<file path="src/rtl/led_pkg.sv">
// Shared definitions for the LED effect front end: button FSM states and default timing.
package led_pkg;

    localparam int CLK_HZ              = 50_000_000;
    localparam int DEBOUNCE_CYCLES_DEF = CLK_HZ / 50;    // 20 ms
    localparam int LONG_CYCLES_DEF     = 2 * CLK_HZ;     // 2 s

    typedef enum logic [1:0] {
        S_LOW    = 2'd0,
        S_WAIT_H = 2'd1,
        S_HIGH   = 2'd2,
        S_WAIT_L = 2'd3
    } btn_state_t;

endpackage

</file>
<file path="src/rtl/sync_2ff.sv">
// 1-bit two-flop synchroniser for asynchronous board inputs.
// Latency: two clock edges; no backpressure.
module sync_2ff (
    input  logic clk,
    input  logic rst_n,
    input  logic async_i,
    output logic sync_o
);

    logic meta_q;
    logic sync_q;

    always_ff @(posedge clk or negedge rst_n) begin
        if (!rst_n) begin
            meta_q <= 1'b0;
            sync_q <= 1'b0;
        end else begin
            meta_q <= async_i;
            sync_q <= meta_q;
        end
    end

    assign sync_o = sync_q;

endmodule

</file>
<file path="src/rtl/button_conditioner.sv">
// Push-button conditioner: synchronise, debounce, press/release/long-press events, switch level.
// Latency: events registered 2+DEBOUNCE_CYCLES edges after first raw sample; no backpressure.
module button_conditioner
    import led_pkg::*;
#(
    parameter int DEBOUNCE_CYCLES = DEBOUNCE_CYCLES_DEF,
    parameter int LONG_CYCLES     = LONG_CYCLES_DEF,
    parameter int TOGGLE_MODE     = 1
) (
    input  logic clk_50M,
    input  logic rst_n,
    input  logic btn_raw,
    output logic debounced,
    output logic press_pulse,
    output logic release_pulse,
    output logic long_press,
    output logic switch
);

    localparam int DB_W   = $clog2(DEBOUNCE_CYCLES);
    localparam int HOLD_W = $clog2(LONG_CYCLES);
    localparam logic [DB_W-1:0]   DB_LAST   = DB_W'(DEBOUNCE_CYCLES - 1);
    localparam logic [HOLD_W-1:0] HOLD_LAST = HOLD_W'(LONG_CYCLES - 1);

    logic btn_sync;

    sync_2ff u_sync (
        .clk     (clk_50M),
        .rst_n   (rst_n),
        .async_i (btn_raw),
        .sync_o  (btn_sync)
    );

    btn_state_t        state_q, state_d;
    logic [DB_W-1:0]   db_cnt_q, db_cnt_d;
    logic [HOLD_W-1:0] hold_cnt_q, hold_cnt_d;
    logic              long_done_q, long_done_d;
    logic              debounced_q, debounced_d;
    logic              press_q, press_d;
    logic              release_q, release_d;
    logic              long_q, long_d;
    logic              switch_q, switch_d;
    logic              hold_step;

    always_comb begin
        state_d     = state_q;
        db_cnt_d    = db_cnt_q;
        hold_cnt_d  = hold_cnt_q;
        long_done_d = long_done_q;
        press_d     = 1'b0;
        release_d   = 1'b0;
        long_d      = 1'b0;
        hold_step   = 1'b0;

        case (state_q)
            S_LOW: begin
                if (btn_sync) begin
                    state_d  = S_WAIT_H;
                    db_cnt_d = '0;
                end
            end
            S_WAIT_H: begin
                if (!btn_sync) begin
                    state_d = S_LOW;
                end else if (db_cnt_q == DB_LAST) begin
                    state_d     = S_HIGH;
                    press_d     = 1'b1;
                    hold_cnt_d  = '0;
                    long_done_d = 1'b0;
                end else begin
                    db_cnt_d = db_cnt_q + 1'b1;
                end
            end
            S_HIGH: begin
                hold_step = 1'b1;
                if (!btn_sync) begin
                    state_d  = S_WAIT_L;
                    db_cnt_d = '0;
                end
            end
            S_WAIT_L: begin
                if (btn_sync) begin
                    state_d   = S_HIGH;
                    hold_step = 1'b1;
                end else if (db_cnt_q == DB_LAST) begin
                    // Leaving the hold: no long press may share the release edge.
                    state_d   = S_LOW;
                    release_d = 1'b1;
                end else begin
                    db_cnt_d  = db_cnt_q + 1'b1;
                    hold_step = 1'b1;
                end
            end
            default: state_d = S_LOW;
        endcase

        if (hold_step && (hold_cnt_q != HOLD_LAST)) begin
            hold_cnt_d = hold_cnt_q + 1'b1;
            if ((hold_cnt_d == HOLD_LAST) && !long_done_q) begin
                long_d      = 1'b1;
                long_done_d = 1'b1;
            end
        end

        debounced_d = (state_d == S_HIGH) || (state_d == S_WAIT_L);

        if (TOGGLE_MODE != 0) begin
            switch_d = switch_q;
            if (long_d) begin
                switch_d = 1'b0;
            end else if (press_d) begin
                switch_d = ~switch_q;
            end
        end else begin
            switch_d = debounced_d;
        end
    end

    always_ff @(posedge clk_50M or negedge rst_n) begin
        if (!rst_n) begin
            state_q     <= S_LOW;
            db_cnt_q    <= '0;
            hold_cnt_q  <= '0;
            long_done_q <= 1'b0;
            debounced_q <= 1'b0;
            press_q     <= 1'b0;
            release_q   <= 1'b0;
            long_q      <= 1'b0;
            switch_q    <= 1'b0;
        end else begin
            state_q     <= state_d;
            db_cnt_q    <= db_cnt_d;
            hold_cnt_q  <= hold_cnt_d;
            long_done_q <= long_done_d;
            debounced_q <= debounced_d;
            press_q     <= press_d;
            release_q   <= release_d;
            long_q      <= long_d;
            switch_q    <= switch_d;
        end
    end

    assign debounced     = debounced_q;
    assign press_pulse   = press_q;
    assign release_pulse = release_q;
    assign long_press    = long_q;
    assign switch        = switch_q;

endmodule

</file>
<file path="config.mk">
export PLATFORM = sky130hd
export DESIGN_NAME = button_conditioner
export DESIGN_NICKNAME = d
export VERILOG_FILES = /design/src/rtl/led_pkg.sv /design/src/rtl/sync_2ff.sv /design/src/rtl/button_conditioner.sv
export SDC_FILE = /design/constraint.sdc
export NUM_CORES = 1
export LEC_CHECK = 0
export BUFFER_PORTS_ARGS = -buffer_cell sky130_fd_sc_hd__buf_2
export CAP_MARGIN = 20
export CORE_MARGIN = 2
export CORE_UTILIZATION = 54
export DETAILED_ROUTE_END_ITERATION = 8
export GPL_ROUTABILITY_DRIVEN = 0
export PLACE_DENSITY = 0.74
export SLEW_MARGIN = 40
export SYNTH_ARGS = -nofsm -noshare
export SYNTH_HDL_FRONTEND = slang
export SYNTH_SLANG_ARGS = --single-unit
</file>
<file path="constraint.sdc">
create_clock -name clk_50M -period 2.7 [get_ports clk_50M]
set_clock_uncertainty 0.1 [all_clocks]
set_input_delay 0.54 -clock clk_50M [delete_from_list [all_inputs] [get_ports clk_50M]]
set_output_delay 0.54 -clock clk_50M [all_outputs]
set_load 0.02 [all_outputs]
</file>
Word-level counts from Yosys, hierarchy flattened

Index checks and enable logic that the tools add are counted.

Register bits after elaboration: 57
Bits of input ports: 3
Output and inout bits: 5
Word-level logic and storage cells: 71

Bitwise operators: 1
Add/sub/neg operators: 2
Multiplexer cells: 34
Reductions and logical operators: 11
Equality and inequality tests: 12

Operators with widths:

| operator                                                                | number |
|---|---|
| 27-bit 2-to-1 mux                                                       | 4 |
| 20-bit 2-to-1 mux                                                       | 5 |
| 20-bit case mux with 4 select lines                                     | 1 |
| 27-bit by 1-bit adder with 27-bit output, second input constant         | 1 |
| 27-bit == test, second input constant                                   | 1 |
| 27-bit inequality test, second input constant                           | 1 |
| 20-bit by 1-bit adder with 20-bit output, second input constant         | 1 |
| 20-bit == test, second input constant                                   | 1 |
| 1-bit 2-to-1 mux                                                        | 16 |
| 2-bit 2-to-1 mux                                                        | 6 |
| 2-bit == test, second input constant                                    | 4 |
| 2-bit case mux with 4 select lines                                      | 1 |
| 2-bit nonzero test                                                      | 4 |
| 2-bit by 1-bit inequality test with 1-bit output, second input constant | 2 |
| 2-bit inequality test, second input constant                            | 2 |
| 4-bit AND reduction                                                     | 1 |
| 3-bit AND reduction                                                     | 1 |
| 2-bit by 1-bit == test with 1-bit output, second input constant         | 1 |
| 1-bit logical AND                                                       | 2 |
| 2-bit zero test                                                         | 1 |
| 1-bit case mux with 2 select lines                                      | 1 |
| 1-bit zero test                                                         | 1 |
| 1-bit logical OR                                                        | 1 |
| 1-bit NOT                                                               | 1 |

Logic depth before layout (Yosys ltp)

Depth in word-level cells: 7
Mapped depth: 9
Gate-level depth less buffers: 8

By module

Synthesis repeated with hierarchy kept, for this count alone.

Cell total of the unflattened synthesis: 361
Area total of the unflattened synthesis: 3289.4 um^2

Modules (own cells, without submodules):

| module             | area each (um^2) | sequential area each (um^2) | times used | cells an instance |
|---|---|---|---|---|
| button_conditioner | 3239.4           | 1376.3                      | 1          | 359 |
| sync_2ff           | 50.0             | 50.0                        | 1          | 2 |

Worst setup path after synthesis

No wires, ideal clock.

Path kind: flip-flop to flip-flop
From: register db_cnt_q[0]
To: register db_cnt_q[18]
Setup time: 77 ps
Stages on the path, launching flop included: 8
Slack: 405 ps
Period minus slack after synthesis: 2295 ps
Required time: 2523 ps
Buffers on the path: 0
Arrival time: 2118 ps
Cell sequence: dfrtp_1 -> ha_1 -> and2_1 -> and4_4 -> a2111oi_4 -> nand3_4 -> or4_1 -> a21oi_1

Longest elaborated chain between the ends: 4
Elaborated cells between the ends (all ways): 6
Classes of those cells: add/sub (1); eq/ne (1); mux (4)

RTL lines:

| what                                                                       | RTL line                                           | source |
|---|---|---|
| start, declared                                                            | button_conditioner.sv:35                           | `logic [DB_W-1:0] db_cnt_q, db_cnt_d;` |
| start signal, assigned                                                     | button_conditioner.sv:132                          | `db_cnt_q <= db_cnt_d;` |
| 20-bit by 1-bit adder with 20-bit output or 20-bit == test (tied branches) | n/a                                                |  |
| 20-bit 2-to-1 mux *                                                        | button_conditioner.sv:65, button_conditioner.sv:85 |  |
| 20-bit 2-to-1 mux (on tied branches)                                       | button_conditioner.sv:82, button_conditioner.sv:63 |  |
| 20-bit case mux with 4 select lines *                                      | button_conditioner.sv:55                           | `case (state_q)` |

Mark *: on every way between the ends. The rest lies on a longest branch, timed or not. The select of a mux whose other input is x is not followed.
A chain may end at the register's enable or synchronous reset.

Final worst setup path

From: register hold_cnt_q[6]
To: register hold_cnt_q[19]

Longest elaborated chain between the ends: 4
Elaborated cells between the ends (all ways): 8
Classes of those cells: add/sub (1); eq/ne (1); mux (1); reduce/logical (5)

RTL lines:

| what                                                                             | RTL line                  | source |
|---|---|---|
| start, declared                                                                  | button_conditioner.sv:36  | `logic [HOLD_W-1:0] hold_cnt_q, hold_cnt_d;` |
| start signal, assigned                                                           | button_conditioner.sv:133 | `hold_cnt_q <= hold_cnt_d;` |
| branches (longest 4 deep; another with 27-bit by 1-bit adder with 27-bit output) | n/a                       |  |

Parallel ways; which one is timed is not known.

==> load_flow_metrics.sql <==
INSERT INTO impl_metrics (metric_group, metric, value, unit) VALUES
('run_status', 'outcome', 'finished, final reports clean', ''),
('critical_path', 'path_delay_family', 'compound AO/OA/AOI/OAI gates', ''),
('route', 'remaining_drc_errors', '0', ''),
('timing', 'slew_viol_final', '0', ''),
('synth', 'syn_inst', '375', ''),
('finish', 'layout.cells.most_common_list', 'dfrtp_1, nand2_1, nand3_1, o21ai_0, a21oi_1', ''),
('critical_path', 'critPathMaxStageDelay', '0.49', 'ns'),
('pwr', 'p_int', '1.327', 'mW'),
('global_routing', 'initial_antenna_violation_count', '0', ''),
('cts', 'cts_root_buffer', 'clkbuf_8', ''),
('cts', 'post_cts_buffers', '0', ''),
('synth', 'synth-seq-area-share', '41.68', '%'),
('timing', 'hold_violations', '0', ''),
('finish', 'final_core_utilization', '61.55', '%'),
('timing', 'post-route-period-util', '90.82', '%'),
('route', 'avgRoutedWirePerCell', '16.45', 'um'),
('critical_path', 'path_max_fanout', '17', ''),
('finish', 'final_area', '3841', 'um2'),
('placement', 'pre_cts_slack', '0.1317', 'ns'),
('timing', 'period_needed', '2.452', 'ns'),
('critical_path', 'crit_path_top_delay_cell', 'dfrtp_1', ''),
('synth', 'synth_top_cell_by_area', 'dfrtp_1', ''),
('timing', 'maxSlewHeadroom', '51.36', '%'),
('route', 'totalWireLength', '7880', 'um'),
('floorplan', 'die-area', '6990', 'um2'),
('cts', 'postCtsResizedCells', '0', ''),
('pwr', 'ir_drop', '331.1', 'uV'),
('critical_path', 'crit_path_start', 'hold_cnt_q[6]$_DFFE_PN0P_', ''),
('synth', 'synth.yosys.warnings', '0', ''),
('pwr', 'comb_power_share', '2.9', '%'),
('synth', 'synth-async-reset-ratio', '100.0', '%'),
('synth', 'syn-mean-instance-area', '9.125', 'um2'),
('timing', 'tns', '0', 'ns'),
('floorplan', 'core_area', '6241', 'um2'),
('pwr', 'leakagePower', '1.596', 'nW'),
('critical_path', 'required', '2.86', 'ns'),
('cts', 'post_cts_hold_buffer_count', '0', ''),
('floorplan', 'design.portCount', '8', ''),
('finish', 'layout-drive-gt1-share', '16.42', '%'),
('pwr', 'power.density', '450.6', 'nW/um2'),
('pwr', 'swShare', '23.36', '%'),
('floorplan', 'placement_rows', '29', ''),
('finish', 'final_net_count', '403', ''),
('critical_path', 'cp_data_arrival_time', '2.61', 'ns'),
('cts', 'clk_pin_slew_worst_paths', '0.07', 'ns'),
('finish', 'antenna_cells_inserted', '0', ''),
('synth', 'dominant_cells_by_area_after_synthesis', 'dfrtp_1, nand3_1, o21ai_0', ''),
('timing', 'rsz_0062_raised_after_global_routing', 'false', ''),
('global_routing', 'grt_pass1_vias', '2848', ''),
('critical_path', 'cp_cell_sequence', 'and4_1, nand2_1, o41ai_4, buf_4, a21o_2, a21oi_1, o21ai_0', ''),
('route', 'routed_via_density', '6.405', ''),
('floorplan', 'chipWidth', '83.61', 'um'),
('cts', 'tritoncts', 'yes', ''),
('critical_path', 'sum_of_buffers_and_inverters_on_the_critical_path', '1', ''),
('cts', 'clock_tree.buffer_depth', '2', ''),
('synth', 'synth_edf_count', '0', ''),
('route', 'drt_first_pass_iters', '5', ''),
('pwr', 'power.clock.fraction', '46.6', '%'),
('timing', 'final_critical_path_setup_slack', '0.2479', 'ns'),
('cts', 'ctsHtreeMaxLevel', '3', ''),
('synth', 'synthesis.nets', '381', ''),
('finish', 'mostFrequentLayoutCell', 'dfrtp_1', ''),
('synth', 'synth_top_area_share', '41.68', '%'),
('critical_path', 'path_class', 'reg2reg', ''),
('cts', 'cts.sink_count', '57', ''),
('global_routing', 'grt_start_max_net_pins', '58', ''),
('synth', 'mapped_area', '3422', 'um2'),
('timing', 'max_slew.worst_pin.slew', '0.7204', 'ns'),
('critical_path', 'end_kind', 'register', ''),
('route', 'antenna_left', '0', ''),
('route', 'number_of_violations_reported_at_the_end_of_detailed_routing_iteration_0', '336', '');
==> cell type report <==
cell class                 instances  area, um2  area share, %
sequential                        57       1426          37.13
clock buffer                      11      141.4          3.681
multi-input combinational        291       1888          49.15
tap                               77      96.34          2.508
clock inverter                     5      55.05          1.433
inverter                           9      33.78         0.8795
timing repair buffer              29      200.2          5.212
==> cell usage after synthesis, drive strengths merged (2+ instances only) <==
master	number
dfrtp	57
nand2	30
nand3	30
o21ai	30
a21oi	25
nor2	20
nor3	19
buf	16
nand4	16
and3	11
or3	11
inv	9
xnor2	9
xor2	9
nor4	7
and4	6
mux2i	6
o21a	5
a41oi	4
and2	4
o31ai	4
a21o	3
a22o	3
a31oi	3
ha	3
nand2b	3
o2111ai	3
or2	3
a211oi	2
clkbuf	2
mux2	2
nand4b	2
nor2b	2
nor3b	2
o211ai	2
==> through the flow <==
stage / instances / power (mW) / hold slack, ns
floorplan: 375 / 0.9127 / 0.1444
global placement: 463 / 0.9410 / 0.2379
CTS: 479 / 1.742 / 0.1911
detailed placement: 463 / 0.9423 / 0.2387
finish: 479 / 1.731 / 0.2001
global route: 479 / 1.786 / 0.1926
==> path summary, 6_finish.rpt <==
kind / end / slack, ns / cells after the start
hold reg to reg: u_sync.sync_o$_DFF_PN0_ / 0.25 / 0
setup / recovery: hold_cnt_q[19]$_DFFE_PN0P_ / 0.25 / 7
max in group asynchronous: hold_cnt_q[19]$_DFFE_PN0P_ / 1.78 / 2
min in group asynchronous: db_cnt_q[13]$_DFFE_PN0P_ / 0.24 / 2
hold / removal: u_sync.meta_q$_DFF_PN0_ / 0.20 / 1
setup reg to reg: hold_cnt_q[19]$_DFFE_PN0P_ / 0.25 / 7
==> worst register-to-register path: cells and delay by family, from the launching register on <==
| family | cells | cell delay, ns |
|---|---|---|
| and+or+nand+nor | 2 | 0.42 |
| buffers and inverters | 1 | 0.24 |
| DFF | 1 | 0.49 |
| AOI/OAI and AO/OA | 4 | 1.11 |
==> kinds of logic after synthesis <==
group / synth area share [%]
muxes: 2.413
buffers and inverters: 3.620
and+or+nand+nor: 29.03
adders and majority gates: 1.097
DFF: 41.68
AOI/OAI and AO/OA: 17.55
xor gates and xnor gates: 4.607
==> power groups by stage <==
stage          clock (mW)  combinational [mW]  sequential, mW
3_3_place_gp            0              0.0508           0.890
6_report            0.806              0.0495           0.876
5_1_grt             0.851              0.0570           0.877
3_5_place_dp            0              0.0508           0.892
4_1_cts             0.816              0.0510           0.875
2_1_floorplan           0              0.0243           0.888
==> routing by layer <==
layer / global-route usage, % / part of all wire, %
met5: 0 / 0
met2: 35.27 / 45
met4: 9.238 / 2.2
met3: 6.528 / 5.9
met1: 35.04 / 47
==> state kept, by name, summed over array words and instances, names as in the netlist <==
name,count
hold_cnt_q,27
db_cnt_q,20
state_q,2
debounced,1
long_done_q,1
long_press,1
press_pulse,1
release_pulse,1
switch,1
u_sync.meta_q,1
u_sync.sync_o,1
Power figures use the tool's default switching activity.
